==> src/rtl/logic_bist_pkg.sv <==
// rtl/logic_bist_pkg.sv - shared types and constants for the logic unit BIST engine
package logic_bist_pkg;

  localparam int DEFAULT_WIDTH = 4;

  localparam int FLAG_AND = 0;
  localparam int FLAG_OR  = 1;
  localparam int FLAG_XOR = 2;

  typedef enum logic [1:0] {
    IDLE,
    RUN,
    DONE
  } state_t;

endpackage

==> src/rtl/logic_bist_ref.sv <==
// rtl/logic_bist_ref.sv - combinational golden model of the AND/OR/XOR gate blocks
module logic_bist_ref #(
  parameter int WIDTH = 4
) (
  input  logic [WIDTH-1:0] a,
  input  logic [WIDTH-1:0] b,
  output logic [WIDTH-1:0] exp_and,
  output logic [WIDTH-1:0] exp_or,
  output logic [WIDTH-1:0] exp_xor
);

  assign exp_and = a & b;
  assign exp_or  = a | b;
  assign exp_xor = a ^ b;

endmodule

==> src/rtl/logic_bist.sv <==
// rtl/logic_bist.sv - exhaustive BIST for the logic unit; BIST_FIRST_FAIL_EN adds first-fail capture
module logic_bist
  import logic_bist_pkg::*;
#(
  parameter int WIDTH = DEFAULT_WIDTH
) (
  input  logic                 clk,
  input  logic                 rst,
  input  logic                 start,
  output logic [WIDTH-1:0]     op_a,
  output logic [WIDTH-1:0]     op_b,
  input  logic [WIDTH-1:0]     and_in,
  input  logic [WIDTH-1:0]     or_in,
  input  logic [WIDTH-1:0]     xor_in,
  output logic                 busy,
  output logic                 done,
  output logic                 pass,
  output logic [2*WIDTH:0]     fail_count,
`ifdef BIST_FIRST_FAIL_EN
  output logic [2*WIDTH-1:0]   first_fail_vec,
  output logic                 first_fail_valid,
`endif
  output logic [2:0]           fail_flags
);

  localparam int VW = 2 * WIDTH;
  localparam logic [VW-1:0] LAST_VEC = '1;
  localparam logic [VW-1:0] VEC_ONE  = 1;
  localparam logic [VW:0]   CNT_ONE  = 1;

  state_t          state;
  state_t          state_nx;
  logic            start_run;
  logic [VW-1:0]   vec;
  logic [WIDTH-1:0] exp_and;
  logic [WIDTH-1:0] exp_or;
  logic [WIDTH-1:0] exp_xor;
  logic [2:0]      mism;

  // The vector counter is itself the operand register pair.
  assign op_a = vec[WIDTH-1:0];
  assign op_b = vec[VW-1:WIDTH];

  logic_bist_ref #(.WIDTH(WIDTH)) u_ref (
    .a       (op_a),
    .b       (op_b),
    .exp_and (exp_and),
    .exp_or  (exp_or),
    .exp_xor (exp_xor)
  );

  // Case inequality so an undriven or X gate output counts as a failure.
  assign mism[FLAG_AND] = (and_in !== exp_and);
  assign mism[FLAG_OR]  = (or_in  !== exp_or);
  assign mism[FLAG_XOR] = (xor_in !== exp_xor);

  always_ff @(posedge clk or posedge rst) begin
    if (rst) begin
      state <= IDLE;
    end else begin
      state <= state_nx;
    end
  end

  always_comb begin
    state_nx  = state;
    start_run = 1'b0;
    case (state)
      IDLE, DONE: begin
        if (start) begin
          state_nx  = RUN;
          start_run = 1'b1;
        end
      end
      RUN: begin
        if (vec == LAST_VEC) begin
          state_nx = DONE;
        end
      end
      default: state_nx = IDLE;
    endcase
  end

  assign busy = (state == RUN);
  assign done = (state == DONE);
  assign pass = done && (fail_count == '0);

  always_ff @(posedge clk or posedge rst) begin
    if (rst) begin
      vec        <= '0;
      fail_count <= '0;
      fail_flags <= '0;
    end else if (start_run) begin
      vec        <= '0;
      fail_count <= '0;
      fail_flags <= '0;
    end else if (state == RUN) begin
      if (|mism) begin
        fail_count <= fail_count + CNT_ONE;
      end
      fail_flags <= fail_flags | mism;
      if (vec != LAST_VEC) begin
        vec <= vec + VEC_ONE;
      end
    end
  end

`ifdef BIST_FIRST_FAIL_EN
  always_ff @(posedge clk or posedge rst) begin
    if (rst) begin
      first_fail_vec   <= '0;
      first_fail_valid <= 1'b0;
    end else if (start_run) begin
      first_fail_vec   <= '0;
      first_fail_valid <= 1'b0;
    end else if ((state == RUN) && (|mism) && !first_fail_valid) begin
      first_fail_vec   <= vec;
      first_fail_valid <= 1'b1;
    end
  end
`endif

endmodule
==> config.mk <==
export PLATFORM = sky130hd
export DESIGN_NAME = logic_bist
export DESIGN_NICKNAME = d
export VERILOG_FILES = /design/src/rtl/logic_bist_pkg.sv /design/src/rtl/logic_bist_ref.sv /design/src/rtl/logic_bist.sv
export SDC_FILE = /design/constraint.sdc
export NUM_CORES = 1
export LEC_CHECK = 0
export CORE_UTILIZATION = 48
export DETAILED_ROUTE_END_ITERATION = 16
export PLACE_DENSITY = 0.82
export SLEW_MARGIN = 20
export SYNTH_ARGS = -nofsm -noshare
export SYNTH_HDL_FRONTEND = slang
export SYNTH_HIERARCHICAL = 1
export SYNTH_SLANG_ARGS = --single-unit
==> constraint.sdc <==
create_clock -name clk -period 2.6 [get_ports clk]
set_input_delay 0.52 -clock clk [delete_from_list [all_inputs] [get_ports clk]]
set_output_delay 0.52 -clock clk [all_outputs]
set_load 0.02 [all_outputs]
==> results of run 1 <==
worst register-to-register path, stage by stage, from the launching register on:
cell and delay [ns]:
dfrtp_1 0.56, inv_1 0.09, ha_1 0.30, xnor2_1 0.20, nand4_2 0.21, o31ai_4 0.51, mux2i_1 0.25, nor2_1 0.05
cells by family (layout without fill, tap and decap cells):
group | count (synthesis) | after routing | synth area share, %
fa+ha+maj | 11 | 11 | 9.62
xor+xnor | 14 | 14 | 8.57
simple gates | 51 | 51 | 20.3
buf+inv | 25 | 64 | 7.17
flops | 22 | 22 | 38.5
mux | 3 | 3 | 2.10
compound gates | 28 | 28 | 13.7
layer usage:
layer / part of all wire, % / global-route usage, % / vias to the layer above / routed length (um)
met1: 46 / 30.7 / 624 / 1550
met3: 3.7 / 5.07 / 2 / 125
met5: 0 / 0 / - / 0
li1: - / - / 616 / -
met4: 0.33 / 3.14 / 0 / 11
met2: 50 / 34.3 / 24 / 1680
placed cells by master, fill, tap and decap left out, types with 5 or more instances in the layout:
cell and count:
o21ai_1 5, dfrtp_1 22, inv_1 21, nand2_1 6, ha_1 11, nor2_1 12
nand3_1 10, a21oi_1 6, clkdlybuf4s50_1 36, xnor2_1 13
final timing paths:
path                                             end  slack [ns]
setup / recovery           fail_count[1]$_DFFE_PP0P_        0.33
hold / removal             fail_flags[2]$_DFFE_PP0P_        0.53
setup reg to reg           fail_count[1]$_DFFE_PP0P_        0.33
hold reg to reg            fail_flags[2]$_DFFE_PP0P_        0.53
max in group asynchronous  fail_count[7]$_DFFE_PP0P_        1.40
min in group asynchronous  fail_count[1]$_DFFE_PP0P_        0.68
where the power goes:
group | internal (uW) | switching, uW | total (uW)
sequential | 439 | 185 | 624
clock | 85.5 | 97.9 | 183
combinational | 429 | 459 | 888
total | 954 | 742 | 1700
through the flow:
step | utilization [%] | hold slack (ns)
floorplan | - | 0.509
global placement | 65.7 | 0.484
global route | 67.3 | 0.556
finish | 67.3 | 0.525
detailed placement | 65.7 | 0.501
CTS | 67.0 | 0.535
final cells by class:
class	count	area, um2
fill	217	908
clock buffer	4	36.3
timing repair buffer	38	380
multi-input combinational	107	783
tap	31	38.8
sequential	22	551
inverter	22	83.8
sequential cells by signal, indices dropped and copies added (netlist names):
| signal | cells |
|---|---|
| state | 2 |
| fail_flags | 3 |
| fail_count | 9 |
| vec | 8 |
==> metrics.md, run 1 <==
| Metric | Value |
|---|---|
| CP max-delay cell | `dfrtp_1` |
| Post-Syn Area | `0.00143 mm2` |
| Startpoint class of the critical path | `flop` |
| Top delay family on crit path | `flip-flops` |
| Synth cell types | `39` |
| Die extent in x | `56.6 um` |
| Clk_lat worst skew | `0.30 ns` |
| Worst Tran Pin Value | `0.836 ns` |
| Post-synth top flop | `dfrtp_1` |
| Worst setup path startpoint | `vec[4]$_DFFE_PP0P_` |
| Fin worst setup slack | `0.326 ns` |
| Clock skew | `0.00507 ns` |
| Dominant cell type by area after synthesis | `dfrtp_1` |
| WL per Instance | `15.0 um` |
| Setup-failing EPs final | `0` |
| CTS max path bufs | `2` |
| Flops & latches, synth | `22` |
| IO buf count | `37` |
| CP Cell Sequence | `inv_1, ha_1, xnor2_1, nand4_2, o31ai_4, mux2i_1, nor2_1` |
| Pre-CTS setup slack | `0.242 ns` |
| Syn Nets | `180` |
| Number of diodes | `0` |
| Largest net degree at the start of global routing | `23` |
| I/O Pins | `38` |
| Antenna Nets Post-Route | `0` |
| Share of the synthesized area in the top cell type | `38.5%` |
| Fin crit share | `87.4%` |
| WP data required | `2.80 ns` |
| Initial antenna violation count | `0` |
| Synth async-reset ratio | `100%` |
| Register area share after synthesis | `38.5%` |
| Hold Path Cell Cnt | `2` |
| Minimum clock period | `2.27 ns` |
| Vias per inst | `5.65` |
| Total chip power | `1700 uW` |
| Placed Cells | `220` |
| WS Path Type | `reg2reg` |
| Die Y | `56.6 um` |
| Drt first-iter violations | `35` |
| CP peak stage delay | `0.56 ns` |
| Area of the core | `0.00278 mm2` |
| Count leader, synth | `dfrtp_1` |
| Final net count | `220` |
| First-pass GRT wire length | `5380 um` |
| Syn Inst Count | `154` |
| Reg2Reg Depth | `7` |
| Worst path arrival time | `2.47 ns` |
| Max Fanout on Critical Path | `12` |
| CTS tree | `yes` |
| TritonCTS buffer count | `3` |
| # DRC | `0` |
| Die area | `0.00320 mm2` |
| Final Max Slew Viols | `0` |
| 1st-pass router iterations | `4` |
| Sink Count | `22` |
| HPWL after DPL | `2590 um` |
| Design area | `0.00187 mm2` |
| Slew margin rel. | `44.2%` |
| Outcome | `completed` |
| Area growth from synthesis to layout | `31.0%` |
| Worst Path Buf+Inv | `1` |
| Placed Area | `0.00183 mm2` |
| Critical path endpoint category | `flop` |
| Layout cells sized above 1 | `7.77%` |
| Clock root cell | `clkbuf_4` |
| Tot GR Track Use | `21.6%` |
| Syn Area/Cell | `9.29 um2` |
| Vias | `1266` |
| H-tree depth | `1` |
| Final wirelength | `3360 um` |
| Final GP Congestion | `0.773` |
| Hold Vio Cnt, Final | `0` |
| Vias in the first global route | `1149` |
| RSZ-0062 raised after global routing | `false` |
| Max Cap Viol | `0` |
| Post-CTS Setup Bufs | `0` |
| CTS clk-pin slew, worst paths | `0.12 ns` |
| Hold Crit Start | `fail_flags[2]$_DFFE_PP0P_` |
| Leakage | `0.000811 uW` |
| Top post-synthesis cells by area | `dfrtp_1 38%, ha_1 9.6%, xnor2_1 8.0%, inv_1 5.5%, nand3_1 3.5%` |
| Setup total negative slack | `0 ns` |
| EDFF count, synth | `0` |
| Reg2reg start | `vec[4]$_DFFE_PP0P_` |
| Starting Density | `51.4%` |
| Post_cts resized | `0` |
| Crit path depth | `7` |
| CTS Hold Bufs | `0` |
| Total gr overflow | `0` |
| Max Clk Rate | `440 MHz` |
| Synth cell count leaders | `22 x dfrtp_1, 21 x inv_1, 13 x xnor2_1` |
| Std-Cell Rows | `19` |
| Cell Count, Final, Fillers Out | `224` |
| Power per cell area | `905 mW/mm2` |
| Peak VDD IR | `0.650 mV` |
| Total number of yosys warnings | `6` |
| Hold Crit Class | `reg2reg` |
Note: power is estimated with default switching activity, not from simulation.
==> inputs of run 2 (changes only) <==
--- a/config.mk
+++ b/config.mk
@@ -5,10 +5,11 @@
 export SDC_FILE = /design/constraint.sdc
 export NUM_CORES = 1
 export LEC_CHECK = 0
-export CORE_UTILIZATION = 48
+export CELL_PAD_IN_SITES_DETAIL_PLACEMENT = 0
+export CELL_PAD_IN_SITES_GLOBAL_PLACEMENT = 1
+export CORE_UTILIZATION = 36
 export DETAILED_ROUTE_END_ITERATION = 16
 export PLACE_DENSITY = 0.82
-export SLEW_MARGIN = 20
 export SYNTH_ARGS = -nofsm -noshare
 export SYNTH_HDL_FRONTEND = slang
 export SYNTH_HIERARCHICAL = 1
==> metrics.md, run 2 (synthesized netlist as in run 1, its figures left out) <==
| Metric | Value |
|---|---|
| Outcome | `completed (unchanged)` |
| Minimum clock period | `2.45 ns (was 2.27 ns)` |
| Largest net degree at the start of global routing | `23 (unchanged)` |
| Reg2reg setup slack | `0.39 ns (was 0.33 ns)` |
| Most common cell after layout, fill and taps aside | `clkdlybuf4s50_1 (unchanged)` |
| Std-Cell Rows | `22 (was 19)` |
| CTS max path bufs | `2 (unchanged)` |
| Total gr overflow | `0 (unchanged)` |
| Pint | `968 uW (was 954 uW)` |
| Hold Vio Cnt, Final | `0 (unchanged)` |
| Final net count | `220 (unchanged)` |
| Clk pwr share | `12.3% (was 10.8%)` |
| Die area | `0.00423 mm2 (was 0.00320 mm2)` |
| # DRC | `0 (unchanged)` |
| Worst Path Buf+Inv | `2 (was 1)` |
| Starting Density | `38.2% (was 51.4%)` |
| Vias per inst | `5.12 (was 5.65)` |
| IO buf count | `37 (unchanged)` |
| Biggest register | `fail_count (unchanged)` |
| Final wirelength | `3320 um (was 3360 um)` |
| Sink Count | `22 (unchanged)` |
| NetSw | `739 uW (was 742 uW)` |
| Setup-failing EPs final | `0 (unchanged)` |
| Cell Count, Final, Fillers Out | `240 (was 224)` |
| Initial antenna violation count | `0 (unchanged)` |
| Final GP Congestion | `0.798 (was 0.773)` |
| Flop pwr share | `36.4% (was 36.8%)` |
| CP Cell Sequence | `inv_1, ha_1, nor4b_1, and3_1, clkdlybuf4s50_1 (was inv_1, ha_1, xnor2_1, nand4_2, o31ai_4, mux2i_1, nor2_1)` |
| WL per Instance | `13.8 um (was 15.0 um)` |
| CP max-delay cell | `clkdlybuf4s50_1 (was dfrtp_1)` |
| Hold Crit Class | `reg2reg (unchanged)` |
| CTS Hold Bufs | `0 (unchanged)` |
| Biggest regs | `fail_count x9, vec x8, fail_flags x3 (unchanged)` |
| RSZ-0062 raised after global routing | `false (unchanged)` |
| Antenna Nets Post-Route | `0 (unchanged)` |
| Leakage | `0.000791 uW (was 0.000811 uW)` |
| Vias in the first global route | `1188 (was 1149)` |
| Smallest hold slack | `0.516 ns (was 0.525 ns)` |
| First-pass GRT wire length | `5580 um (was 5380 um)` |
| Max Fanout on Critical Path | `5 (was 12)` |
| Post_cts resized | `0 (unchanged)` |
| Net Sw Frac | `43.3% (was 43.8%)` |
| Fin crit share | `94.4% (was 87.4%)` |
| Post-CTS Setup Bufs | `0 (unchanged)` |
| 1st-pass router iterations | `4 (unchanged)` |
| TritonCTS buffer count | `3 (unchanged)` |
| Final Max Slew Viols | `0 (unchanged)` |
| WP data required | `2.08 ns (was 2.80 ns)` |
| Number of flip-flops in the largest register | `9 (unchanged)` |
| Setup total negative slack | `0 ns (unchanged)` |
| CP peak stage delay | `0.60 ns (was 0.56 ns)` |
| Die Y | `65.0 um (was 56.6 um)` |
| Slew margin rel. | `44.4% (was 44.2%)` |
| H-tree depth | `1 (unchanged)` |
| Clock root cell | `clkbuf_8 (was clkbuf_4)` |
| CTS clk-pin slew, worst paths | `0.07 ns (was 0.12 ns)` |
| Clock skew | `0.00183 ns (was 0.00507 ns)` |
| Vias | `1228 (was 1266)` |
| Number of diodes | `0 (unchanged)` |
| HPWL after DPL | `2590 um (about the same)` |
| Peak VDD IR | `0.504 mV (was 0.650 mV)` |
| Critical path endpoint category | `output pin (was flop)` |
| Worst path arrival time | `1.93 ns (was 2.47 ns)` |
| Clk_lat worst skew | `0.26 ns (was 0.30 ns)` |
| Worst Tran Pin Value | `0.832 ns (was 0.836 ns)` |
| Area of the core | `0.00374 mm2 (was 0.00278 mm2)` |
| Area growth from synthesis to layout | `32.2% (was 31.0%)` |
| Most frequent cells in the layout | `37 x clkdlybuf4s50_1, 22 x dfrtp_1, 21 x inv_1, 13 x xnor2_1, 12 x nor2_1 (was 36 x clkdlybuf4s50_1, 22 x dfrtp_1, 21 x inv_1, 13 x xnor2_1, 12 x nor2_1)` |
| Die extent in x | `65.0 um (was 56.6 um)` |
| Comb power frac | `51.3% (was 52.4%)` |
| Max Clk Rate | `408 MHz (was 440 MHz)` |
| Top delay family on crit path | `buffers and inverters (was flip-flops)` |
| Layout cells sized above 1 | `6.77% (was 7.77%)` |
| Startpoint class of the critical path | `flop (unchanged)` |
| I/O Pins | `38 (unchanged)` |
| WS Path Type | `reg2out (was reg2reg)` |
| Tot GR Track Use | `17.8% (was 21.6%)` |
| Placed Cells | `237 (was 220)` |
| Power per cell area | `903 mW/mm2 (was 905 mW/mm2)` |
| Drt first-iter violations | `43 (was 35)` |
| Max Cap Viol | `0 (unchanged)` |
| CTS tree | `yes (unchanged)` |
==> run 2: worst min-delay path, cell delays in order (launching register included) <==
cell and delay, ns:
dfrtp_1 0.35, a21oi_1 0.04, nor2_1 0.08
==> run 2: area by class of cell <==
type	instances	area, um2
fillers	364	1850
multi-input cells	107	777
clock buffers	3	41.3
inverters	22	83.8
flip-flops and latches	22	551
well taps	48	60.1
repair buffers	38	378
==> run 2: per-layer routing <==
layer	vias to the layer above	part of all wire (%)	wire (um)	global-route usage (%)
li1	611	-	-	-
met1	588	46	1520	22.8
met2	24	50	1650	29.9
met3	5	3.2	105	3.17
met4	0	1.4	47	6.52
met5	-	0	0	0
==> run 2: power groups by stage <==
stage	combinational, uW	clock (uW)	sequential [uW]
2_1_floorplan	466	0	694
3_3_place_gp	868	0	622
3_5_place_dp	882	0	627
4_1_cts	886	218	620
5_1_grt	969	231	643
6_report	875	210	621
==> run 2: worst paths after layout <==
check,start,endpoint,cells after the start
hold reg to reg,fail_flags[1]$_DFFE_PP0P_,fail_flags[1]$_DFFE_PP0P_,2
setup / recovery,fail_count[0]$_DFFE_PP0P_,pass,5
hold / removal,fail_flags[1]$_DFFE_PP0P_,fail_flags[1]$_DFFE_PP0P_,2
setup reg to reg,vec[4]$_DFFE_PP0P_,fail_count[1]$_DFFE_PP0P_,7
min in group asynchronous,rst,fail_flags[1]$_DFFE_PP0P_,2
max in group asynchronous,rst,fail_count[3]$_DFFE_PP0P_,2
==> run 2: through the flow <==
step / area (um2) / setup slack [ns] / utilization [%] / power, uW
finish: 1890 / 0.146 / 50.5 / 1710
floorplan: 1430 / 0.617 / - / 1160
CTS: 1890 / 0.132 / 50.5 / 1720
global route: 1890 / 0.0133 / 50.5 / 1840
detailed placement: 1850 / 0.257 / 49.4 / 1510
global placement: 1850 / 0.314 / 49.4 / 1490
==> inputs of run 3 (changes only) <==
--- a/config.mk
+++ b/config.mk
@@ -5,11 +5,12 @@
 export SDC_FILE = /design/constraint.sdc
 export NUM_CORES = 1
 export LEC_CHECK = 0
+export CAP_MARGIN = 20
 export CELL_PAD_IN_SITES_DETAIL_PLACEMENT = 0
 export CELL_PAD_IN_SITES_GLOBAL_PLACEMENT = 1
 export CORE_UTILIZATION = 36
 export DETAILED_ROUTE_END_ITERATION = 16
-export PLACE_DENSITY = 0.82
+export PLACE_DENSITY_LB_ADDON = 0.1
 export SYNTH_ARGS = -nofsm -noshare
 export SYNTH_HDL_FRONTEND = slang
 export SYNTH_HIERARCHICAL = 1
==> metrics.md, run 3 (synthesized netlist as in run 1, its figures left out) <==
| Metric | Value |
|---|---|
| Antenna Nets Post-Route | `0 (unchanged)` |
| Final wirelength | `3460 um (was 3320 um)` |
| I/O Pins | `38 (unchanged)` |
| Post-CTS Setup Bufs | `0 (unchanged)` |
| Setup-failing EPs final | `0 (unchanged)` |
| Hold Crit Start | `fail_flags[2]$_DFFE_PP0P_ (was fail_flags[1]$_DFFE_PP0P_)` |
| Total chip power | `1720 uW (was 1710 uW)` |
| Max Cap Viol | `0 (unchanged)` |
| Pre-CTS setup slack | `0.228 ns (was 0.257 ns)` |
| Final GP Congestion | `0.809 (was 0.798)` |
| Largest net degree at the start of global routing | `23 (unchanged)` |
| WP data required | `2.08 ns (about the same)` |
| Tot GR Track Use | `18.1% (was 17.8%)` |
| Number of diodes | `0 (unchanged)` |
| IO buf count | `37 (unchanged)` |
| Starting Density | `38.2% (unchanged)` |
| Reg2reg setup slack | `0.35 ns (was 0.39 ns)` |
| Minimum clock period | `2.49 ns (was 2.45 ns)` |
| Vias in the first global route | `1261 (was 1188)` |
| Setup total negative slack | `0 ns (unchanged)` |
| Worst path arrival time | `1.97 ns (was 1.93 ns)` |
| Top delay family on crit path | `buffers and inverters (unchanged)` |
| Slew margin rel. | `63.1% (was 44.4%)` |
| Total gr overflow | `0 (unchanged)` |
| Cell Count, Final, Fillers Out | `242 (was 240)` |
| WS Path Type | `reg2out (unchanged)` |
| Hold Path Cell Cnt | `2 (unchanged)` |
| Clock skew | `0.00144 ns (was 0.00183 ns)` |
| Placed Cells | `239 (was 237)` |
| Startpoint class of the critical path | `flop (unchanged)` |
| CTS tree | `yes (unchanged)` |
| Die area | `0.00423 mm2 (unchanged)` |
| First-pass GRT wire length | `5800 um (was 5580 um)` |
| Die extent in x | `65.0 um (unchanged)` |
| Vias | `1233 (was 1228)` |
| Worst Path Buf+Inv | `2 (unchanged)` |
| Most common cell after layout, fill and taps aside | `clkdlybuf4s50_1 (unchanged)` |
| Crit path depth | `5 (unchanged)` |
| Biggest register | `fail_count (unchanged)` |
| H-tree depth | `1 (unchanged)` |
| Final net count | `222 (was 220)` |
| Reg2reg start | `vec[2]$_DFFE_PP0P_ (was vec[4]$_DFFE_PP0P_)` |
| Hold Vio Cnt, Final | `0 (unchanged)` |
| Worst Tran Pin Value | `0.553 ns (was 0.832 ns)` |
| Reg2reg end | `fail_count[1]$_DFFE_PP0P_ (unchanged)` |
| CTS Hold Bufs | `0 (unchanged)` |
| Layout cells sized above 1 | `7.73% (was 6.77%)` |
| Area growth from synthesis to layout | `33.2% (was 32.2%)` |
| Outcome | `completed (unchanged)` |
| CP Cell Sequence | `inv_1, ha_1, nor4b_1, and3_1, clkdlybuf4s50_1 (unchanged)` |
| Vias per inst | `5.10 (was 5.12)` |
| Biggest regs | `fail_count x9, vec x8, fail_flags x3 (unchanged)` |
| Die Y | `65.0 um (unchanged)` |
| Clock root cell | `clkbuf_8 (unchanged)` |
| HPWL after DPL | `2630 um (was 2590 um)` |
| Peak VDD IR | `0.477 mV (was 0.504 mV)` |
| Reg2Reg Depth | `7 (unchanged)` |
| Final Max Slew Viols | `0 (unchanged)` |
| RSZ-0062 raised after global routing | `false (unchanged)` |
| Std-Cell Rows | `22 (unchanged)` |
| Max Fanout on Critical Path | `5 (unchanged)` |
| CTS clk-pin slew, worst paths | `0.08 ns (was 0.07 ns)` |
| Post_cts resized | `0 (unchanged)` |
| TritonCTS buffer count | `3 (unchanged)` |
| Number of flip-flops in the largest register | `9 (unchanged)` |
| Power per cell area | `902 mW/mm2 (was 903 mW/mm2)` |
| CP max-delay cell | `clkdlybuf4s50_1 (unchanged)` |
| # DRC | `0 (unchanged)` |
| 1st-pass router iterations | `4 (unchanged)` |
| Max Clk Rate | `401 MHz (was 408 MHz)` |
| CP peak stage delay | `0.59 ns (was 0.60 ns)` |
| Smallest hold slack | `0.535 ns (was 0.516 ns)` |
| Initial antenna violation count | `0 (unchanged)` |
| Hold Crit Class | `reg2reg (unchanged)` |
| CTS max path bufs | `2 (unchanged)` |
| Drt first-iter violations | `27 (was 43)` |
| Worst hold endpoint | `fail_flags[2]$_DFFE_PP0P_ (was fail_flags[1]$_DFFE_PP0P_)` |
| Fin worst setup slack | `0.106 ns (was 0.146 ns)` |
| Critical path endpoint category | `output pin (unchanged)` |
| WL per Instance | `14.3 um (was 13.8 um)` |
| Clk_lat worst skew | `0.26 ns (about the same)` |
| Sink Count | `22 (unchanged)` |
| Area of the core | `0.00374 mm2 (unchanged)` |
| Most frequent cells in the layout | `37 x clkdlybuf4s50_1, 22 x dfrtp_1, 21 x inv_1, 13 x xnor2_1, 12 x nor2_1 (unchanged)` |
| Fin crit share | `95.9% (was 94.4%)` |
| Leakage | `0.000801 uW (was 0.000791 uW)` |
run 3: final cells by class:
class	count	area, um2
Tap cell	48	60.1
Timing Repair Buffer	40	393
Fill cell	376	1840
Multi-Input combinational cell	107	777
Sequential cell	22	551
Clock buffer	3	41.3
Inverter	22	83.8
run 3: through the flow:
| step | utilization [%] | area [um2] |
|---|---|---|
| global placement | 49.8 | 1860 |
| global route | 50.9 | 1910 |
| CTS | 50.9 | 1910 |
| finish | 50.9 | 1910 |
| detailed placement | 49.8 | 1860 |
| floorplan | - | 1430 |
run 3: worst max path at each step:
stage | startpoint | endpoint | slack (ns)
2_1_floorplan | vec[2]$_DFFE_PP0P_ | fail_count[1]$_DFFE_PP0P_ | 0.62
3_3_place_gp | and_in[0] | fail_count[1]$_DFFE_PP0P_ | 0.31
3_5_place_dp | and_in[1] | fail_count[1]$_DFFE_PP0P_ | 0.23
4_1_cts | fail_count[0]$_DFFE_PP0P_ | pass | 0.08
5_1_grt | fail_count[0]$_DFFE_PP0P_ | pass | 0.0009
6_report | fail_count[0]$_DFFE_PP0P_ | pass | 0.11
run 3: tightest hold or removal path, delay by kind of cell (launching register included):
| kind | cells | cell delay (ns) |
|---|---|---|
| AOI/OAI and AO/OA | 1 | 0.04 |
| and+or+nand+nor | 1 | 0.09 |
| DFF | 1 | 0.36 |
run 3: power breakdown:
part           internal [uW]  leakage, uW  switching (uW)
combinational            428     0.000510             457
sequential               440     0.000269             180
clock                    104    0.0000216             111
run 3: metal layers:
metal / track usage, % / part of all wire [%] / vias to the layer above
met1: 25.4 / 51 / 581
li1: - / - / 614
met3: 2.64 / 3.6 / 5
met2: 27.9 / 44 / 33
met4: 6.79 / 1.6 / 0
met5: 0 / 0 / -
